### config.mk
export PLATFORM = sky130hd
export DESIGN_NAME = sequence_generator
export DESIGN_NICKNAME = d
export VERILOG_FILES = /design/src/rtl/seq_gen_pkg.sv /design/src/rtl/seq_shift_reg.sv /design/src/rtl/sequence_generator.sv
export SDC_FILE = /design/constraint.sdc
export NUM_CORES = 1
export LEC_CHECK = 0
export CORE_MARGIN = 2
export CORE_UTILIZATION = 35
export CTS_CLUSTER_SIZE = 30
export DETAILED_ROUTE_END_ITERATION = 12
export GPL_TIMING_DRIVEN = 1
export MAX_ROUTING_LAYER = met4
export SYNTH_ARGS = -nofsm -noshare
export SYNTH_HDL_FRONTEND = slang
export SYNTH_SLANG_ARGS = --single-unit
### constraint.sdc
create_clock -name clk -period 2.3 [get_ports clk]
set_input_delay 0.46 -clock clk [delete_from_list [all_inputs] [get_ports clk]]
set_output_delay 0.46 -clock clk [all_outputs]
set_load 0.03 [all_outputs]
### src/rtl/seq_gen_pkg.sv
// Shared types and default parameters for the serial sequence generator.
// Imported by the generator top and its shift-register datapath.
package seq_gen_pkg;

   typedef enum logic [1:0] {
      IDLE,
      SHIFT,
      GAP,
      DONE
   } seq_gen_state_t;

   localparam int DEF_PAT_W   = 5;
   localparam int DEF_REP_W   = 4;
   localparam int DEF_GAP_CYC = 1;

endpackage

### src/rtl/seq_shift_reg.sv
// Parallel-load, MSB-first shift register feeding the serial output.
// Load takes priority over shift; zeros enter at the LSB.
module seq_shift_reg
   import seq_gen_pkg::*;
#(
   parameter int W = DEF_PAT_W
) (
   input  logic         clk,
   input  logic         reset_n,
   input  logic         load,
   input  logic         shift,
   input  logic [W-1:0] din,
   output logic         msb
);

   logic [W-1:0] sr;

   always_ff @(posedge clk or negedge reset_n) begin
      if (!reset_n) begin
         sr <= '0;
      end else if (load) begin
         sr <= din;
      end else if (shift) begin
         sr <= sr << 1;
      end
   end

   assign msb = sr[W-1];

endmodule

### src/rtl/sequence_generator.sv
// Serial pattern generator: sends len bits MSB-first, rep+1 frames,
// with GAP_CYC idle cycles between frames and a done pulse at the end.
module sequence_generator
   import seq_gen_pkg::*;
#(
   parameter int PAT_W   = DEF_PAT_W,
   parameter int REP_W   = DEF_REP_W,
   parameter int GAP_CYC = DEF_GAP_CYC,
   localparam int LEN_W  = $clog2(PAT_W + 1)
) (
   input  logic             clk,
   input  logic             reset_n,
   input  logic             start,
   input  logic [PAT_W-1:0] pattern,
   input  logic [LEN_W-1:0] len,
   input  logic [REP_W-1:0] rep,
   input  logic             abort,
   output logic             dout,
   output logic             dout_valid,
   output logic             busy,
   output logic             done
);

   localparam int GAP_W = (GAP_CYC > 1) ? $clog2(GAP_CYC) : 1;
   localparam logic [LEN_W-1:0] PAT_LEN = LEN_W'(PAT_W);
   localparam logic [LEN_W-1:0] ONE     = LEN_W'(1);

   seq_gen_state_t   state;
   logic [PAT_W-1:0] pat_q;
   logic [LEN_W-1:0] len_q;
   logic [LEN_W-1:0] bit_cnt;
   logic [REP_W-1:0] frame_cnt;
   logic [GAP_W-1:0] gap_cnt;

   logic             go;
   logic             reload;
   logic             sr_load;
   logic             sr_shift;
   logic             sr_msb;
   logic [LEN_W-1:0] len_c;
   logic [LEN_W-1:0] ld_len;
   logic [PAT_W-1:0] ld_pat;
   logic [LEN_W-1:0] ld_sh;
   logic [PAT_W-1:0] ld_aligned;

   assign len_c = (len > PAT_LEN) ? PAT_LEN : len;
   assign go    = (state == IDLE) && start && !abort;

   // Next frame loads straight from the last bit, or at the end of the gap
   assign reload = !abort &&
      (((state == SHIFT) && (bit_cnt == '0) && (frame_cnt != '0) &&
        (GAP_CYC == 0)) ||
       ((state == GAP) && (gap_cnt == '0)));

   assign sr_load  = go || reload;
   assign sr_shift = (state == SHIFT) && !abort;

   // Left-align the frame so bit len-1 sits in the register MSB
   assign ld_pat     = (state == IDLE) ? pattern : pat_q;
   assign ld_len     = (state == IDLE) ? len_c : len_q;
   assign ld_sh      = PAT_LEN - ld_len;
   assign ld_aligned = ld_pat << ld_sh;

   seq_shift_reg #(
      .W (PAT_W)
   ) u_shift (
      .clk     (clk),
      .reset_n (reset_n),
      .load    (sr_load),
      .shift   (sr_shift),
      .din     (ld_aligned),
      .msb     (sr_msb)
   );

   always_ff @(posedge clk or negedge reset_n) begin
      if (!reset_n) begin
         state     <= IDLE;
         pat_q     <= '0;
         len_q     <= '0;
         bit_cnt   <= '0;
         frame_cnt <= '0;
         gap_cnt   <= '0;
      end else begin
         unique case (state)
            IDLE: begin
               if (go) begin
                  pat_q     <= pattern;
                  len_q     <= len_c;
                  frame_cnt <= rep;
                  if (len_c == '0) begin
                     state <= DONE;
                  end else begin
                     state   <= SHIFT;
                     bit_cnt <= len_c - ONE;
                  end
               end
            end
            SHIFT: begin
               if (abort) begin
                  state <= IDLE;
               end else if (bit_cnt != '0) begin
                  bit_cnt <= bit_cnt - ONE;
               end else if (frame_cnt == '0) begin
                  state <= DONE;
               end else begin
                  frame_cnt <= frame_cnt - 1'b1;
                  if (GAP_CYC > 0) begin
                     state   <= GAP;
                     gap_cnt <= GAP_W'(GAP_CYC - 1);
                  end else begin
                     bit_cnt <= len_q - ONE;
                  end
               end
            end
            GAP: begin
               if (abort) begin
                  state <= IDLE;
               end else if (gap_cnt == '0) begin
                  state   <= SHIFT;
                  bit_cnt <= len_q - ONE;
               end else begin
                  gap_cnt <= gap_cnt - 1'b1;
               end
            end
            DONE: begin
               state <= IDLE;
            end
            default: begin
               state <= IDLE;
            end
         endcase
      end
   end

   assign dout_valid = (state == SHIFT);
   assign dout       = dout_valid & sr_msb;
   assign busy       = (state != IDLE);
   assign done       = (state == DONE);

endmodule

==> metrics.md <==
| Metric | Value |
|---|---|
| Multi-input gate area | `901 um2` |
| Num CTS Buffers | `3` |
| Drt total wl | `3370 um` |
| Diodes inserted | `0` |
| DIE HEIGHT | `70.2 um` |
| Count leader, synth | `dfrtp_1` |
| Synth Instances | `160` |
| Routability cong. | `0.861` |
| Hold Fails Final Rpt | `0` |
| Vias | `1250` |
| Net Switching | `0.00110 W` |
| # fillers | `417` |
| Worst Path Arrival | `1.71 ns` |
| Rows | `24` |
| Reg area | `551 um2` |
| RSZ-0062 raised after global routing | `no` |
| Remaining DRCs | `0` |
| Drt initial violations | `86` |
| Clock period minus worst slack | `2.17 ns` |
| Synth Cell Area | `0.00153 mm2` |
| Top cells by area, synth | `dfrtp_1 (36%), mux2i_1 (7.2%), ha_1 (5.7%)` |
| Max Slew Vio Count | `0` |
| CP max stage delay | `0.69 ns` |
| Largest net degree at the start of global routing | `23` |
| First-pass GRT wire length | `5780 um` |
| CP max stage cell | `clkdlybuf4s50_1` |
| Core Util, Final | `43.1%` |
| Mean post-synth cell area | `9.59 um2` |
| Drt via density | `5.41` |
| Critical path class | `flip-flop to output port` |
| Commonest cells post-synth | `dfrtp_1 (22), nand2_1 (14), mux2i_1 (11), nor2_1 (11), inv_1 (8)` |
| Hpwl dp | `2610 um` |
| P_int | `0.00153 W` |
| Area of the die | `0.00493 mm2` |
| Combinational fraction of design power | `56.7%` |
| Worst-Skew Late Latency | `0.27 ns` |
| Metal-1 WL | `1610 um` |
| Post-Place Cells | `227` |
| Clock-pin slew on the worst setup and hold paths | `0.09 ns` |
| # IOs | `20` |
| Synth cell types | `48` |
| Port Buf Inserts | `19` |
| Final setup viols | `0` |
| FF-to-FF path depth | `8` |
| CTS sink cnt | `22` |
| Die X | `70.2 um` |
| GRT Util Overall | `15.0%` |
| Final cell count without fillers | `231` |
| Max clock buf depth | `2` |
| Met3 WL | `76 um` |
| Yosys Warn Count | `0` |
| CTS tree | `yes` |
| Total of max-cap violations | `0` |
| Main synth FF type | `dfrtp_1` |
| Hold Buf Count CTS | `0` |
| Vias in the first global route | `1275` |
| Share of the synthesized area in the top cell type | `35.9%` |
| Async set-reset flop share out of synthesis | `100%` |
| CP Launch Type | `flip-flop` |
| Pwr dens | `1420 mW/mm2` |
| Post-Route Skew | `0.00778 ns` |
| Clock network power share | `14.2%` |
| WP data required | `1.84 ns` |
| DRT antenna net count | `0` |
| Max Used Layer | `met4` |
| Sw frac | `41.8%` |
| Power, Total | `0.00262 W` |
| DRT Pass-1 Iters | `4` |
| Wire length on met2 | `1610 um` |
| Syn nets | `183` |
| Worst hold margin | `0.525 ns` |
| Synth-to-Final Area Change | `20.6%` |
| Fin nets | `203` |
| WL/cell | `14.6 um` |
| Sequential share of power | `29.1%` |
| Seq cells post-synth | `22` |
| Slew margin rel. | `69.3%` |
| Worst IR Drop VDD | `0.418 mV` |
| Share of layout cells above drive strength 1 | `15.1%` |
| Root Buffer | `clkbuf_8` |
| Initial antenna violation count | `0` |
| Crit end category | `output port` |
| Crit-path cells | `inv_1 > ha_1 > clkdlybuf4s50_1` |
| Area of the core | `0.00429 mm2` |
| Worst-margin pin slew | `0.456 ns` |
| Max Fclk | `461 MHz` |
| Number of synthesized flops with an enable pin | `0` |
| Sequential-to-total area share from yosys stat | `35.9%` |
| H-tree depth | `1` |
| CP max FO | `5` |
| Leading area contributor after synthesis | `dfrtp_1` |
| Total global routing overflow | `0` |
| Hold Path Class | `input port to async pin` |
| Tcrit/Tclk final | `94.4%` |
| Starting Density | `35.7%` |
| Setup TNS | `0 ns` |
| Status | `completed` |
| Pleak | `0.812 nW` |
==> flip-flops by register name (all words and copies together), names as in the netlist <==
| register | cells |
|---|---|
| state | 2 |
| u_shift.sr | 5 |
| pat_q | 5 |
| bit_cnt | 3 |
| len_q | 3 |
| frame_cnt | 4 |
==> power groups by stage <==
stage | logic [W] | clock network, W | registers [W]
floorplan | 0.00118 | 0 | 0.000705
global placement | 0.00145 | 0 | 0.000759
detailed placement | 0.00149 | 0 | 0.000772
CTS | 0.00150 | 0.000381 | 0.000764
global route | 0.00165 | 0.000395 | 0.000798
finish | 0.00149 | 0.000372 | 0.000763
==> routing by layer <==
| layer | vias to the layer above | GRT usage, % |
|---|---|---|
| met2 | 24 | 24.0 |
| met1 | 601 | 19.5 |
| met4 | 0 | 5.98 |
| li1 | 618 | - |
| met5 | - | - |
| met3 | 7 | 1.88 |
==> final cells by class <==
class / count / area share (%)
sequential: 22 / 29.8
tap: 52 / 3.52
timing repair buffer: 24 / 12.3
inverter: 9 / 1.83
clock inverter: 1 / 1.62
clock buffer: 3 / 2.23
multi-input combinational: 120 / 48.7
==> what timing repair did <==
action / 4_1_cts / 5_1_grt
gates resized for setup: 0 / 1
setup buffers: 0 / 0
endpoints found under the setup margin: 0 / 1
==> through the flow <==
step	cell area, um2	setup WS [ns]
2_1_floorplan	1530	0.121
3_3_place_gp	1780	0.150
3_5_place_dp	1780	0.102
4_1_cts	1850	0.0467
5_1_grt	1850	0.0330
6_report	1850	0.129
==> logic make-up after synthesis <==
kind of cell / after synthesis / share of synthesized area [%]
fa+ha+maj: 7 / 5.71
mux: 24 / 17.2
simple gates: 49 / 16.6
flops: 22 / 35.9
buf+inv: 18 / 5.38
xor+xnor: 1 / 0.571
compound gates: 39 / 18.7
==> cells in the final DEF (no fill, tap or decap), types with 3 or more instances in the layout <==
cell / count
dfrtp_1: 22
clkdlybuf4s50_1: 17
nand2_1: 14
nor2_1: 11
mux2i_1: 11
inv_1: 8
a21oi_1: 7
mux2_2: 7
ha_1: 7
buf_4: 6
o21ai_0: 4
mux2_1: 4
or3_1: 4
nand2b_1: 3
nor2b_1: 3
o22ai_1: 3
clkbuf_8: 3
==> critical path: cells and delay by family (launching register included) <==
family / cells / cell delay, ns
DFF: 1 / 0.44
adders and majority gates: 1 / 0.21
buffers and inverters: 2 / 0.79
==> final timing paths <==
path,from,to,slack [ns]
setup reg to reg,state[1]$_DFFE_PN0P_,bit_cnt[2]$_DFFE_PN0P_,0.30
min in group clk,pat_q[4]$_DFFE_PN0P_,pat_q[4]$_DFFE_PN0P_,0.53
hold / removal,reset_n,state[0]$_DFFE_PN0P_,0.53
setup / recovery,state[1]$_DFFE_PN0P_,dout_valid,0.13
hold reg to reg,pat_q[4]$_DFFE_PN0P_,pat_q[4]$_DFFE_PN0P_,0.53
max in group asynchronous,reset_n,pat_q[4]$_DFFE_PN0P_,1.53
Note: power is estimated with default switching activity, not from simulation.
